$ cat src/rtl/inst_mem_loadable.sv
// Byte-addressed little-endian instruction memory with a registered fetch port and a run-time byte loader.
// Define IMEM_PARITY_EN to store and check one parity bit per byte.
module inst_mem_loadable #(
    parameter int    ADDR_W      = 8,
    parameter int    FETCH_BYTES = 4,
    parameter bit    BOOT_LOAD   = 1'b0,
    parameter string INIT_FILE   = ""
) (
    input  logic                     clk,
    input  logic                     rst,
    input  logic                     fetch_req,
    input  logic [ADDR_W-1:0]        fetch_addr,
    output logic                     fetch_ready,
    output logic                     fetch_valid,
    output logic [8*FETCH_BYTES-1:0] fetch_data,
    output logic [1:0]               fetch_err,
    input  logic                     prog_start,
    input  logic                     prog_we,
    input  logic [ADDR_W-1:0]        prog_addr,
    input  logic [7:0]               prog_wdata,
    input  logic                     prog_done,
    output logic [ADDR_W:0]          prog_cnt,
    output logic                     prog_err
);

    localparam int DEPTH = 2 ** ADDR_W;
    localparam int DW    = 8 * FETCH_BYTES;
    localparam int OFF_W = $clog2(FETCH_BYTES);
    localparam logic [DW-1:0] NOP_PAT = (FETCH_BYTES == 2) ? DW'(16'h0001) : DW'(32'h0000_0013);

    typedef enum logic {
        ST_RUN  = 1'b0,
        ST_LOAD = 1'b1
    } state_e;

    state_e             state_q, state_d;
    logic [7:0]         mem_q [DEPTH];
    logic               fetch_valid_q, fetch_valid_d;
    logic [DW-1:0]      fetch_data_q, fetch_data_d;
    logic [1:0]         fetch_err_q, fetch_err_d;
    logic [ADDR_W:0]    prog_cnt_q, prog_cnt_d;
    logic               prog_err_q, prog_err_d;

    logic               run_s;
    logic               load_s;
    logic               fetch_acc_s;
    logic               mis_s;
    logic               oor_s;
    logic               par_bad_s;
    logic               wr_ok_s;
    logic               mem_we_s;
    logic [ADDR_W:0]    end_s;
    logic [DW-1:0]      raw_s;

`ifdef IMEM_PARITY_EN
    logic               par_q [DEPTH];
    logic               wr_par_s;

    function automatic logic par8(input logic [7:0] b);
        return ^b;
    endfunction
`endif

    // Controller state register
    always_ff @(posedge clk or posedge rst) begin
        if (rst) begin
            state_q <= BOOT_LOAD ? ST_LOAD : ST_RUN;
        end else begin
            state_q <= state_d;
        end
    end

    // Next state: prog_done has priority over prog_start while running
    always_comb begin
        state_d = state_q;
        case (state_q)
            ST_RUN: begin
                if (prog_start && !prog_done) begin
                    state_d = ST_LOAD;
                end else begin
                    state_d = ST_RUN;
                end
            end
            ST_LOAD: begin
                if (prog_done) begin
                    state_d = ST_RUN;
                end else begin
                    state_d = ST_LOAD;
                end
            end
            default: state_d = ST_RUN;
        endcase
    end

    // Controller outputs
    always_comb begin
        run_s       = (state_q == ST_RUN);
        load_s      = (state_q == ST_LOAD);
        fetch_acc_s = fetch_req && run_s;
        fetch_ready = run_s;
    end

    // Fetch path: fault detection and byte gathering
    always_comb begin
        raw_s     = '0;
        par_bad_s = 1'b0;
        mis_s     = (fetch_addr[OFF_W-1:0] != '0);
        end_s     = {1'b0, fetch_addr} + (ADDR_W+1)'(FETCH_BYTES);
        oor_s     = (end_s > (ADDR_W+1)'(DEPTH));
        for (int i = 0; i < FETCH_BYTES; i++) begin
            raw_s[8*i +: 8] = mem_q[fetch_addr + ADDR_W'(i)];
`ifdef IMEM_PARITY_EN
            par_bad_s = par_bad_s | (par_q[fetch_addr + ADDR_W'(i)] != par8(mem_q[fetch_addr + ADDR_W'(i)]));
`endif
        end
        fetch_valid_d = fetch_acc_s;
        if (fetch_acc_s) begin
            fetch_err_d  = {oor_s | par_bad_s, mis_s};
            fetch_data_d = (oor_s || par_bad_s || mis_s) ? NOP_PAT : raw_s;
        end else begin
            fetch_err_d  = fetch_err_q;
            fetch_data_d = fetch_data_q;
        end
    end

    // Loader path: write qualification, byte counter and drop flag
    always_comb begin
`ifdef IMEM_PARITY_EN
        wr_par_s = par8(prog_wdata);
        wr_ok_s  = (wr_par_s == par8(prog_wdata));
`else
        wr_ok_s  = 1'b1;
`endif
        mem_we_s   = load_s && prog_we && wr_ok_s;
        prog_err_d = prog_we && !mem_we_s;
        if (run_s && prog_start && !prog_done) begin
            prog_cnt_d = '0;
        end else if (mem_we_s && (prog_cnt_q != (ADDR_W+1)'(DEPTH))) begin
            prog_cnt_d = prog_cnt_q + (ADDR_W+1)'(1);
        end else begin
            prog_cnt_d = prog_cnt_q;
        end
    end

    // Output and counter registers
    always_ff @(posedge clk or posedge rst) begin
        if (rst) begin
            fetch_valid_q <= 1'b0;
            fetch_data_q  <= '0;
            fetch_err_q   <= 2'b00;
            prog_cnt_q    <= '0;
            prog_err_q    <= 1'b0;
        end else begin
            fetch_valid_q <= fetch_valid_d;
            fetch_data_q  <= fetch_data_d;
            fetch_err_q   <= fetch_err_d;
            prog_cnt_q    <= prog_cnt_d;
            prog_err_q    <= prog_err_d;
        end
    end

    // Storage array is deliberately outside reset so images survive it
    always @(posedge clk) begin
        if (mem_we_s) begin
            mem_q[prog_addr] <= prog_wdata;
`ifdef IMEM_PARITY_EN
            par_q[prog_addr] <= wr_par_s;
`endif
        end
    end

    // Port drivers
    always_comb begin
        fetch_valid = fetch_valid_q;
        fetch_data  = fetch_data_q;
        fetch_err   = fetch_err_q;
        prog_cnt    = prog_cnt_q;
        prog_err    = prog_err_q;
    end

endmodule

$ cat config.mk
export PLATFORM = sky130hd
export DESIGN_NAME = inst_mem_loadable
export DESIGN_NICKNAME = d
export VERILOG_FILES = /design/src/rtl/inst_mem_loadable.sv
export SDC_FILE = /design/constraint.sdc
export NUM_CORES = 2
export LEC_CHECK = 0
export CORE_AREA = 2 2 506 508
export CTS_CLUSTER_DIAMETER = 60
export DETAILED_ROUTE_END_ITERATION = 7
export DIE_AREA = 0 0 508 510
export GPL_TIMING_DRIVEN = 1
export PLACE_DENSITY = 0.64
export SLEW_MARGIN = 20
export SYNTH_ARGS = -nofsm -noshare
export SYNTH_HDL_FRONTEND = slang
export SYNTH_SLANG_ARGS = --single-unit
$ cat constraint.sdc
create_clock -name clk -period 5.4 [get_ports clk]
set_clock_uncertainty 0.1 [all_clocks]
set_input_delay 1.08 -clock clk [delete_from_list [all_inputs] [get_ports clk]]
set_output_delay 1.08 -clock clk [all_outputs]
set_load 0.01 [all_outputs]
Word-level counts from Yosys, hierarchy flattened:

Memories as Yosys holds them, arrays and structs flattened.
Index checks and enable logic that the tools add are counted.
Widths: inputs -> output; s select.

* add/sub/neg operators: 5
* magnitude comparators: 1
* equality and inequality tests: 1
* multiplexer cells: 8
* bitwise operators: 1
* reductions and logical operators: 12

Operators by type and width (number)
* $mux 32: 1
* $mux 9: 2
* $add 8x2->8 const B: 2
* $add 8x3->9 const B: 1
* $add 9x1->9 const B: 1
* $gt 9x9->1 const B: 1
* $ne 9x9->1 const B: 1
* $add 8x1->8 const B: 1
* $logic_and 1x1->1: 7
* $mux 1: 4
* $reduce_bool 2->1: 2
* $logic_not 1->1: 2
* $pmux 1 s2: 1
* $logic_or 1x1->1: 1
* $not 1->1: 1

* register bits after elaboration: 46
* RAM bits: 2048
* input port bits: 30
* output and inout port bits: 46
* logic and storage cells: 35
* memories: 1

Memory list
* mem_q: words 256, width 8, read ports 4, clocked after Yosys merged registers in 0, write ports 1, line 37 `logic [7:0] mem_q [DEPTH];`

Longest topological paths before layout:

* word-level depth: 4
* mapped depth: 21
* gate-level depth less buffers: 9

Worst setup path before layout:

No wires, ideal clock.

* path type: input to register
* start: in fetch_addr[0]
* end: reg fetch_data_q[25] (netlist: fetch_data[25])
* library setup time: 0.142 ns
* data arrival time: 5.161 ns
* required time: 5.158 ns
* path slack: -0.003 ns
* cell stages on the path: 18
* buffers on the path: 10
* path through: buf_6 > buf_12 > buf_4 > buf_6 > inv_2 > buf_2 > buf_1 > ha_1 > buf_2 > buf_4 > clkbuf_1 > buf_1 > mux4_2 > mux4_2 > a22oi_1 > nand3_1 > a32oi_1 > o221ai_1

* cells in the longest elaborated chain, start to end: 4
* elaborated cells on any way between the ends: 7
* those cells by class: add/sub: 2; order compare: 1; mux: 1; reduce/logical: 2; memory: 1

Ends and longest elaborated chain
* start: declaration: line 12 `input logic [ADDR_W-1:0] fetch_addr,`
* parallel branches: the longest is 3 deep, another holds $add 8x2->8
* $mux 32 *: line 119 `fetch_data_d = (oor_s || par_bad_s || mis_s) ? NOP_PAT : raw_s;`
* end signal: assignment: line 155 `fetch_data_q <= fetch_data_d;`
* end: declaration: line 39 `logic [DW-1:0] fetch_data_q, fetch_data_d;`

Every way passes the cells marked *.
A chain may end at the register's enable or synchronous reset.

Worst setup path in the final report:

* start: in fetch_addr[1]
* end: reg fetch_data_q[8] (netlist: fetch_data[8])

* cells in the longest elaborated chain, start to end: 4
* elaborated cells on any way between the ends: 7
* those cells by class: add/sub: 2; order compare: 1; mux: 1; reduce/logical: 2; memory: 1

Ends and longest elaborated chain (line)
* parallel branches: the longest is 3 deep, another holds $add 8x1->8
* $mux 32 *: 119

Marks and branches as above.

==> impl_results.md <==
- Status: complete, no violations
- RSZ-0062 raised after global routing: no
- Die area: roughly 0.26 mm2
- Largest net degree at the start of global routing: between 150 and 200
- Post_cts resized: 0
- Root Driver: clkbuf_16
- Multiplexer share of the synthesized area: roughly 42%
- VDD IR-drop max: approximately 330 uV
- Via count: 90400
- Post-DRT Antenna Nets: 0
- H-tree depth: 4
- Pint: ~31000 uW
- Wirelength, routed: 531000 um
- Post-synth EDFFs: just over 2000
- Slowest cell on crit path: a32oi_1
- Sequential share of power: 42.0%
- Vias in the first global route: approximately 84000
- Num CTS Buffers: between 200 and 250
- Slowest Stage Delay on Critical Path: about 0.95 ns
- Synthesized cell area: 0.131 mm2
- Io pins: 76
- Final Max Tran Viols: 0
- Row count: between 150 and 200
- Post-DP HPWL: 365000 um
- Power Dens Cells: 291 mW/mm2
- DRT Pass-1 Iters: 7
- Post-CTS setup buffers: 0
- Iter 0 DRT Violations: about 17000
- Hold_buf cts: 0
- Syn Area/Cell: between 15 and 20 um2
- Syn Nets: a little over 7000
- Synth area leader: edfxtp_1
- Worst Setup SP: fetch_addr[1]
- Grt ovf: 0
- Worst setup path category: in2reg
- Core area: roughly 0.25 mm2
- Synth top area share: a little under half
- CP max FO: between 50 and 60
- Simple-gate share of the synthesized area: around 4.2%
- Setup Viol. Count Final: 0
- Initial core utilization: about 52%
- Global Route Usage Sum: about two fifths
- Ys async rst share: under 10%
- Clock latency at the later pin of the worst-skew pair: roughly 0.99 ns
- Vias/cell: slightly above 8
- Worst Min Path Start: prog_wdata[5]
- Initial antenna violation count: 62
- Netlist cell types: 72
- Slew headroom: 10.2%
- Worst EP arrival: about 5.4 ns
- Worst Reg-to-Reg Cells: 8
- Largest family of logic cells by synthesized area: multiplexers
- LEAKAGE: 0.0470 uW
- Comb pwr share: a little under a fifth
- Min Tclk post-route: about 4.7 ns
- Global-route wire length before repair: 721000 um
- Crit-path cells: buf_8 > buf_12 > buf_4 > ha_1 > xnor2_2 > buf_12 > buf_4 > nand2_1 > o21ai_0 > or3_1 > a32oi_1 > o21ai_1
- Die Y: about 510 um
- Sequential cell area: between 0.06 and 0.07 mm2
- Maxcap violations: 0
- Compound-Gate Fraction of Synth Area: 2.40%
- Adder-Cell Fraction of Synth Area: less than 1%
- # port buffers: 75
- CTS tree: yes
- Final #Nets: around 7500
- Tcrit/Tclk final: ~90%
- Pin slew with the least headroom to its limit: 1.34 ns
- Setup crit end kind: flop
- Fillers: between 15000 and 20000
- Main area contributors after synthesis: edfxtp_1 (47%), mux4_2 (41%), mux2i_1 (1.5%), nand2_1 (1.5%), nor2_1 (1.0%)
- Worst hold endpoint: mem_q[100][5]
- Switching part of the total power: between 20% and 30%
- Clock power frac: between 30% and 40%
- Hold Worst Slack: approximately 0.35 ns
- Psw: 12100 uW
- HP Class: in2reg
- Area Growth Syn to Fin: 12.3%
- GPL Wtd Cong: between 1 and 1.5
- R2r startpoint: load_s
- Die X: between 500 and 600 um
- WHS Path Cells: 1
- Area occupied by multi-input gates: approximately 0.065 mm2
- XOR/XNOR share of the synthesized area: less than 1%
- Yosys Warn Count: 0
- Clock-pin slew on the worst setup and hold paths: ~0.07 ns
- Layout cell share with drive strength beyond 1: around 46%
- WL/cell: about 48 um
- Register bit count reported by yosys: between 2000 and 2500
- Synth Instances: around 7200
- R2R setup slack: between 1 and 1.5 ns
- Final Hold Fails: 0
- Fmax: between 0.2 and 0.25 GHz
- Drc violations: 0
- Worst EP required: around 6.1 ns
- Reg2reg end: fetch_data[10]
- Post-synth top flop: edfxtp_1
- Pwr Total: 42900 uW
- Critical path startpoint category: input port
- Max clock buf depth: 4
- CTS Sinks: ~2100
- Sequential area share after synthesis: between 40% and 50%
synth_stat cells (46+ instances only):
master / number
edfxtp_1: 2048
mux2i_1: 203
nand3_1: 165
nand2_1: 520
buf_1: 56
mux4_2: 2371
nor2_1: 349
buf_2: 241
buf_6: 58
clkbuf_1: 243
buf_4: 121
a21oi_1: 61
nand4_1: 64
dfrtp_1: 46
state kept, by name, summed over array words and instances, names as in the netlist:
register     flops
fetch_data      32
fetch_err        2
fetch_valid      1
load_s           1
mem_q         2048
prog_cnt         9
prog_err         1
power by group through the flow:
stage | clock network, uW | registers, uW | logic (uW)
after floorplan | 0 | 18300 | 4540
after global placement | 0 | 18300 | 7860
after detailed placement | 0 | 18300 | 7880
after CTS | 16700 | 18000 | 7910
after global routing | 17400 | 18000 | 8300
final | 16700 | 18000 | 8220
worst max path at each step:
stage | end | slack, ns | depth (start not counted)
6_report | fetch_data[8] | 0.65 | 12
4_1_cts | fetch_data[5] | 1.07 | 9
3_3_place_gp | fetch_data[26] | -0.06 | 11
2_1_floorplan | fetch_data[25] | 0.01 | 19
3_5_place_dp | fetch_data[5] | 0.11 | 9
5_1_grt | fetch_data[8] | 0.73 | 12
routing by layer:
metal	track usage, %	wire length [um]	vias up	share of wire, %
li1	-	-	32600	-
met1	53.8	177000	47800	33
met2	57.5	229000	8621	43
met3	19.2	90900	1393	17
met4	21.2	33400	32	6.3
met5	1.39	433	-	0.082
critical path, delay by kind of cell:
| family | cells | cell delay [ns] |
|---|---|---|
| xor gates and xnor gates | 1 | 0.16 |
| AOI/OAI and AO/OA | 3 | 1.23 |
| buffers and inverters | 5 | 1.55 |
| and+or+nand+nor | 2 | 0.91 |
| adders and majority gates | 1 | 0.35 |
stage by stage:
stage               worst slack [ns]  utilization (%)  instances  TNS, ns  area, um2
finish                         0.655             58.2      11100        0     148000
global route                   0.729             58.2      11100        0     148000
CTS                             1.07             58.2      11100        0     147000
detailed placement             0.109             55.1      10600        0     140000
global placement             -0.0632             55.1      10600  -0.0632     140000
floorplan                     0.0137                -       7160        0     131000
layout by cell type, fill, tap and decap left out, types with 30 or more instances in the layout:
master,instances
clkinv_1,46
a22oi_1,30
clkbuf_16,246
nor3_1,31
nand4_1,64
buf_12,98
a221oi_1,31
mux4_2,2371
edfxtp_1,2048
buf_4,645
o21ai_0,37
nand3_1,156
a21oi_1,59
and3_1,34
clkdlybuf4s50_1,61
nor2_1,346
mux2i_1,203
clkbuf_1,38
diode_2,48
nand2_1,517
dfrtp_1,46
a31oi_1,36
clkinv_2,43
layout make-up:
class	instances	area share, %
Antenna cell	48	0.0814
Clock buffer	287	4.29
Clock inverter	152	1.05
Inverter	15	0.0432
Multi-Input combinational cell	4324	44.1
Sequential cell	2094	42.4
Tap cell	3366	2.85
Timing Repair Buffer	818	5.15
logic make-up after synthesis:
group	after synthesis
mux	2598
flops	2094
simple gates	1260
buf+inv	742
compound gates	430
xor+xnor	28
fa+ha+maj	8
Note: power is estimated with default switching activity, not from simulation.
